<file path="src/rtl/mem_port_arbiter.sv">
`default_nettype none
// ============================================================================
// Module      : mem_port_arbiter
// Description : Two-port round-robin arbiter in front of a single-port data
//               memory. Port 0 serves the EXEC datapath and port 1 serves the
//               program loader / debug port. Only one transaction is in flight
//               at a time. The arbiter is the only driver of the memory
//               address, enable and write-data pins. Read data goes back to
//               the granted port together with a one-cycle valid pulse.
//
// Ports       : clk, rst               clock, asynchronous active-high reset
//               pN_req/we/addr/wdata   requester N (N=0,1) transaction inputs
//               pN_gnt                 1-cycle pulse, request issued to memory
//               pN_rvalid/pN_rdata     1-cycle read response, data held after
//               mem_addr/r_en/w_en     memory control (registered)
//               mem_data_in            memory write data (registered)
//               mem_data_out           memory read data
//               busy                   high whenever the FSM is not idle
//
// Revision    : 1.0  initial release
// ============================================================================
module mem_port_arbiter #(
    parameter int ADDR_LEN   = 8,
    parameter int WORD_LEN   = 8,
    parameter int MEM_RD_LAT = 1
) (
    input  logic                clk,
    input  logic                rst,

    input  logic                p0_req,
    input  logic                p0_we,
    input  logic [ADDR_LEN-1:0] p0_addr,
    input  logic [WORD_LEN-1:0] p0_wdata,
    output logic                p0_gnt,
    output logic                p0_rvalid,
    output logic [WORD_LEN-1:0] p0_rdata,

    input  logic                p1_req,
    input  logic                p1_we,
    input  logic [ADDR_LEN-1:0] p1_addr,
    input  logic [WORD_LEN-1:0] p1_wdata,
    output logic                p1_gnt,
    output logic                p1_rvalid,
    output logic [WORD_LEN-1:0] p1_rdata,

    output logic [ADDR_LEN-1:0] mem_addr,
    output logic                mem_r_en,
    output logic                mem_w_en,
    output logic [WORD_LEN-1:0] mem_data_in,
    input  logic [WORD_LEN-1:0] mem_data_out,

    output logic                busy
);

    // Read-wait counter holds values 0 .. MEM_RD_LAT-1.
    localparam int c_CNT_W = (MEM_RD_LAT > 1) ? $clog2(MEM_RD_LAT) : 1;
    localparam logic [c_CNT_W-1:0] c_CNT_INIT = c_CNT_W'(MEM_RD_LAT - 1);

    typedef enum logic [1:0] {
        S_IDLE  = 2'd0,
        S_ISSUE = 2'd1,
        S_RWAIT = 2'd2,
        S_RESP  = 2'd3
    } state_t;

    state_t               r_state;
    logic                 r_last_gnt;   // port granted most recently
    logic                 r_win_id;     // port owning the transaction in flight
    logic                 r_win_we;     // latched write flag of that transaction
    logic [c_CNT_W-1:0]   r_cnt;

    // ------------------------------------------------------------------------
    // Winner selection, only consumed while idle. A lone requester always
    // wins; on a tie the port that was not granted last time goes first.
    // ------------------------------------------------------------------------
    logic                 w_any_req;
    logic                 w_win_id;
    logic                 w_win_we;
    logic [ADDR_LEN-1:0]  w_win_addr;
    logic [WORD_LEN-1:0]  w_win_wdata;

    always_comb begin
        w_any_req   = p0_req | p1_req;
        w_win_id    = (p0_req && p1_req) ? ~r_last_gnt : p1_req;
        w_win_we    = w_win_id ? p1_we    : p0_we;
        w_win_addr  = w_win_id ? p1_addr  : p0_addr;
        w_win_wdata = w_win_id ? p1_wdata : p0_wdata;
    end

    // ------------------------------------------------------------------------
    // Control FSM. Every output is a register, so each one is loaded on the
    // edge that enters the state in which it must be visible.
    // ------------------------------------------------------------------------
    always_ff @(posedge clk or posedge rst) begin
        if (rst) begin
            r_state     <= S_IDLE;
            r_last_gnt  <= 1'b1;
            r_win_id    <= 1'b0;
            r_win_we    <= 1'b0;
            r_cnt       <= '0;
            p0_gnt      <= 1'b0;
            p0_rvalid   <= 1'b0;
            p0_rdata    <= '0;
            p1_gnt      <= 1'b0;
            p1_rvalid   <= 1'b0;
            p1_rdata    <= '0;
            mem_addr    <= '0;
            mem_r_en    <= 1'b0;
            mem_w_en    <= 1'b0;
            mem_data_in <= '0;
            busy        <= 1'b0;
        end else begin
            case (r_state)
                S_IDLE: begin
                    if (w_any_req) begin
                        // Latch the winning request; later changes on the
                        // request inputs do not affect this transaction.
                        r_win_id    <= w_win_id;
                        r_win_we    <= w_win_we;
                        mem_addr    <= w_win_addr;
                        mem_data_in <= w_win_wdata;
                        mem_w_en    <= w_win_we;
                        mem_r_en    <= ~w_win_we;
                        p0_gnt      <= ~w_win_id;
                        p1_gnt      <= w_win_id;
                        busy        <= 1'b1;
                        r_state     <= S_ISSUE;
                    end
                end

                S_ISSUE: begin
                    p0_gnt     <= 1'b0;
                    p1_gnt     <= 1'b0;
                    mem_w_en   <= 1'b0;
                    mem_r_en   <= 1'b0;
                    r_last_gnt <= r_win_id;
                    if (r_win_we) begin
                        busy    <= 1'b0;
                        r_state <= S_IDLE;
                    end else begin
                        r_cnt   <= c_CNT_INIT;
                        r_state <= S_RWAIT;
                    end
                end

                S_RWAIT: begin
                    // mem_addr is left untouched so the memory sees a stable
                    // address for the whole read latency.
                    if (r_cnt == '0) begin
                        if (r_win_id) begin
                            p1_rdata  <= mem_data_out;
                            p1_rvalid <= 1'b1;
                        end else begin
                            p0_rdata  <= mem_data_out;
                            p0_rvalid <= 1'b1;
                        end
                        r_state <= S_RESP;
                    end else begin
                        r_cnt <= r_cnt - 1'b1;
                    end
                end

                S_RESP: begin
                    p0_rvalid <= 1'b0;
                    p1_rvalid <= 1'b0;
                    busy      <= 1'b0;
                    r_state   <= S_IDLE;
                end

                default: begin
                    p0_gnt    <= 1'b0;
                    p1_gnt    <= 1'b0;
                    p0_rvalid <= 1'b0;
                    p1_rvalid <= 1'b0;
                    mem_w_en  <= 1'b0;
                    mem_r_en  <= 1'b0;
                    busy      <= 1'b0;
                    r_state   <= S_IDLE;
                end
            endcase
        end
    end

endmodule
`default_nettype wire
</file>
<file path="config.mk">
export PLATFORM = sky130hd
export DESIGN_NAME = mem_port_arbiter
export DESIGN_NICKNAME = d
export VERILOG_FILES = /design/src/rtl/mem_port_arbiter.sv
export SDC_FILE = /design/constraint.sdc
export NUM_CORES = 1
export LEC_CHECK = 0
export BUFFER_PORTS_ARGS = -buffer_cell sky130_fd_sc_hd__buf_4
export CORE_MARGIN = 3
export CORE_UTILIZATION = 46
export CTS_CLUSTER_SIZE = 8
export DETAILED_ROUTE_END_ITERATION = 7
export GPL_ROUTABILITY_DRIVEN = 0
export PLACE_DENSITY = 0.86
export SYNTH_ARGS = -nofsm -noshare
export SYNTH_HDL_FRONTEND = slang
export SYNTH_SLANG_ARGS = --single-unit
export TNS_END_PERCENT = 10
</file>
<file path="constraint.sdc">
create_clock -name clk -period 1.65 [get_ports clk]
set_input_delay 0.0825 -clock clk [delete_from_list [all_inputs] [get_ports clk]]
set_output_delay 0.0825 -clock clk [all_outputs]
set_load 0.005 [all_outputs]
</file>
==> run metrics <==
Detailed Routing Iterations Pass 1 4; Worst Tran Pin Value 0.6596 ns; most instantiated library cell after synthesis dfrtp_1; hpwl dp 3262 µm; Post-synth EDFFs 0; Yosys top cell by area dfrtp_1; Total GRT Usage 17.63%; Synth Area in Simple Gates 6.662%; maximum VDD drop 0.0009540 V; CP Launch Type flip-flop; # port buffers 84; Via Count 1504; CTS HTree Levels 2; worst clock skew 0.003723 ns; largest net degree at the start of global routing 45; CP required 1.83 ns; global-route wire length before repair 7024 µm; CTS tree built; Rows 22; largest family of logic cells by synthesized area compound AO/OA/AOI/OAI gates; share of the synthesized area in the top cell type 56.73%; post-synthesis mux area share 10.09%; crit path cell chain inv_2 -> nor3_4 -> mux2_2; syn_nets 188; core area 3826 µm²; Commonest cells post-synth dfrtp_1 (43), mux2_2 (17), a21o_1 (14), o221a_2 (14), a21oi_1 (6); max-slew violation count 0; worst relative slew slack 56.03%; WHS 0.01996 ns; crit path DAT 1.69 ns; Fin. Hold Viols 0; adder and majority gate portion of the synthesized area 0%; unrepaired setup endpoints after global routing false; WL/cell 15.64 µm; Reg clk slew, reported paths 0.07 ns; CTS buffer count 5; critical path type reg2reg; starting density of the core 49.57%; final setup violation count 0; sequential share of power 41.0%; die area 4930 µm²; DRT iter0 DRCs 91; Synth Area in XOR/XNOR 0%; total wire length 4396 µm; combinational fraction of design power 44.4%; Finished Core Util 70.24%; Seq/Total Area, Yosys 58.11%; fin crit period 1.508 ns; DRT antenna net count 0; setup TNS 0 ns; Max Fclk 663.2 MHz; CTS max path bufs 2; chip width 70.22 µm; Setup crit end kind flip-flop; fin nets 279; Antenna diodes 0; initial antenna violation count 0; Worst path max stage delay 0.53 ns; Final Instance Area 2688 µm²; vias in the first global route 1528; clock latency on the worst-skew pair 0.29 ns; FFs w/ async S/R, synth 100.0%; switching share of power 30.65%; Hold Path Stages 2; status complete, no violations; Vias/cell 5.352; Yosys reg bits 44; chip height 70.22 µm; worst r2r path cells 3; maximum fanout along the worst path 9; Post-CTS Resized 0; clock root cell clkbuf_8; DRC viols 0; ratio of cells with drive above 1 in the final layout 58.80%; Post-Syn Area 1897 µm²; Clk pwr share 14.6%; I/O pins 85; Sw Pwr 1.475 mW; ranking of synthesized cells by area dfrtp_1 (57%), mux2_2 (10%), o221a_2 (8.3%); Pint 3.338 mW; Synth cell types 29; Post-DP Area 2581 µm²; total grt overflow 0; Layout area overhead 41.69%; period utilization 91.39%; compound-gate portion of the synthesized area 21.24%; maxcap violations 0; LEAKAGE 1.295 nW; Syn Area/Cell 13.36 µm²; Post-synth top flop dfrtp_1; crit path max-delay cell type dfrtp_1; Clock Sinks 44; Gate Count Post-Synth 142; yosys warns 0; Cell Pwr Density 1791 nW/µm²; Worst Hold Class in2reg
==> routing by layer <==
layer  up-vias  part of all wire (%)  track usage (%)
met5         -                     0                0
li1        710                     -                -
met4         0                  0.52            3.830
met1       729                    44            22.34
met3         4                   8.6            6.331
met2        61                    47            29.07
==> layout make-up <==
type	instances	area (µm²)
clock buffers	7	96.34
fillers	288	1139
inverters	4	15.01
multi-input cells	86	720.7
flip-flops and latches	44	1102
well taps	48	60.06
repair buffers	92	693.2
==> kinds of logic after synthesis <==
kind of cell,after synthesis
multiplexers,17
AND/OR/NAND/NOR,20
buffers and inverters,12
flip-flops,44
AO/OA/AOI/OAI,49
==> timing repair <==
item | 4_1_cts | 5_1_grt
hold endpoints to repair | 43 | 0
buffers inserted | 0 | 0
hold buffers | 1 | 0
==> power by group through the flow <==
stage	clock network, mW	registers [mW]	logic, mW
2_1_floorplan	0	1.96	1.11
3_3_place_gp	0	1.98	2.11
3_5_place_dp	0	1.98	2.16
4_1_cts	0.713	1.97	2.17
5_1_grt	0.761	2.05	2.30
6_report	0.704	1.97	2.14
==> critical path: cells and delay by family (launching register included) <==
kind | cells | cell delay (ns)
DFF | 1 | 0.53
muxes | 1 | 0.39
buffers and inverters | 1 | 0.10
and+or+nand+nor | 1 | 0.38
==> sequential cells by signal, indices dropped and copies added (netlist names), 8 cells and up, named ones only <==
signal	count
mem_addr	8
mem_data_in	8
p0_rdata	8
p1_rdata	8
==> cell usage in the layout, fill, tap and decap left out, drive strengths merged, types with 2 or more instances in the layout <==
| master | synthesis | routed |
|---|---|---|
| a21oi | 6 | 6 |
| nand3 | 2 | 2 |
| a221o | 4 | 4 |
| buf | 8 | 91 |
| nor2b | 2 | 2 |
| mux2 | 17 | 17 |
| dfrtp | 43 | 43 |
| o21ai | 5 | 5 |
| nor3 | 2 | 2 |
| o221a | 14 | 14 |
| a21boi | 4 | 4 |
| a21o | 14 | 14 |
| clkbuf | 0 | 7 |
| or2 | 2 | 2 |
| inv | 4 | 3 |
| nand2 | 6 | 6 |
| nor2 | 3 | 3 |
| and3 | 2 | 2 |
==> worst paths after layout <==
kind | startpoint | to | slack, ns
setup / recovery | flip-flop | p0_rdata[5] | 0.14
hold / removal | p0_addr[7] | mem_addr[7] | 0.02
setup reg to reg | flip-flop | p0_rdata[5] | 0.14
hold reg to reg | p0_rdata[0] | p0_rdata[0] | 0.51
max in group asynchronous | rst | r_last_gnt | 0.78
min in group asynchronous | rst | mem_addr[6] | 0.49
==> metrics by stage <==
stage	power [mW]	cells	setup WS, ns
final	4.813	281	0.1421
after global routing	5.116	281	0.03035
after CTS	4.851	281	0.1207
after detailed placement	4.141	273	0.1303
after global placement	4.081	273	0.1725
after floorplan	3.069	142	0.3001
(Power assumes the default switching activity.)
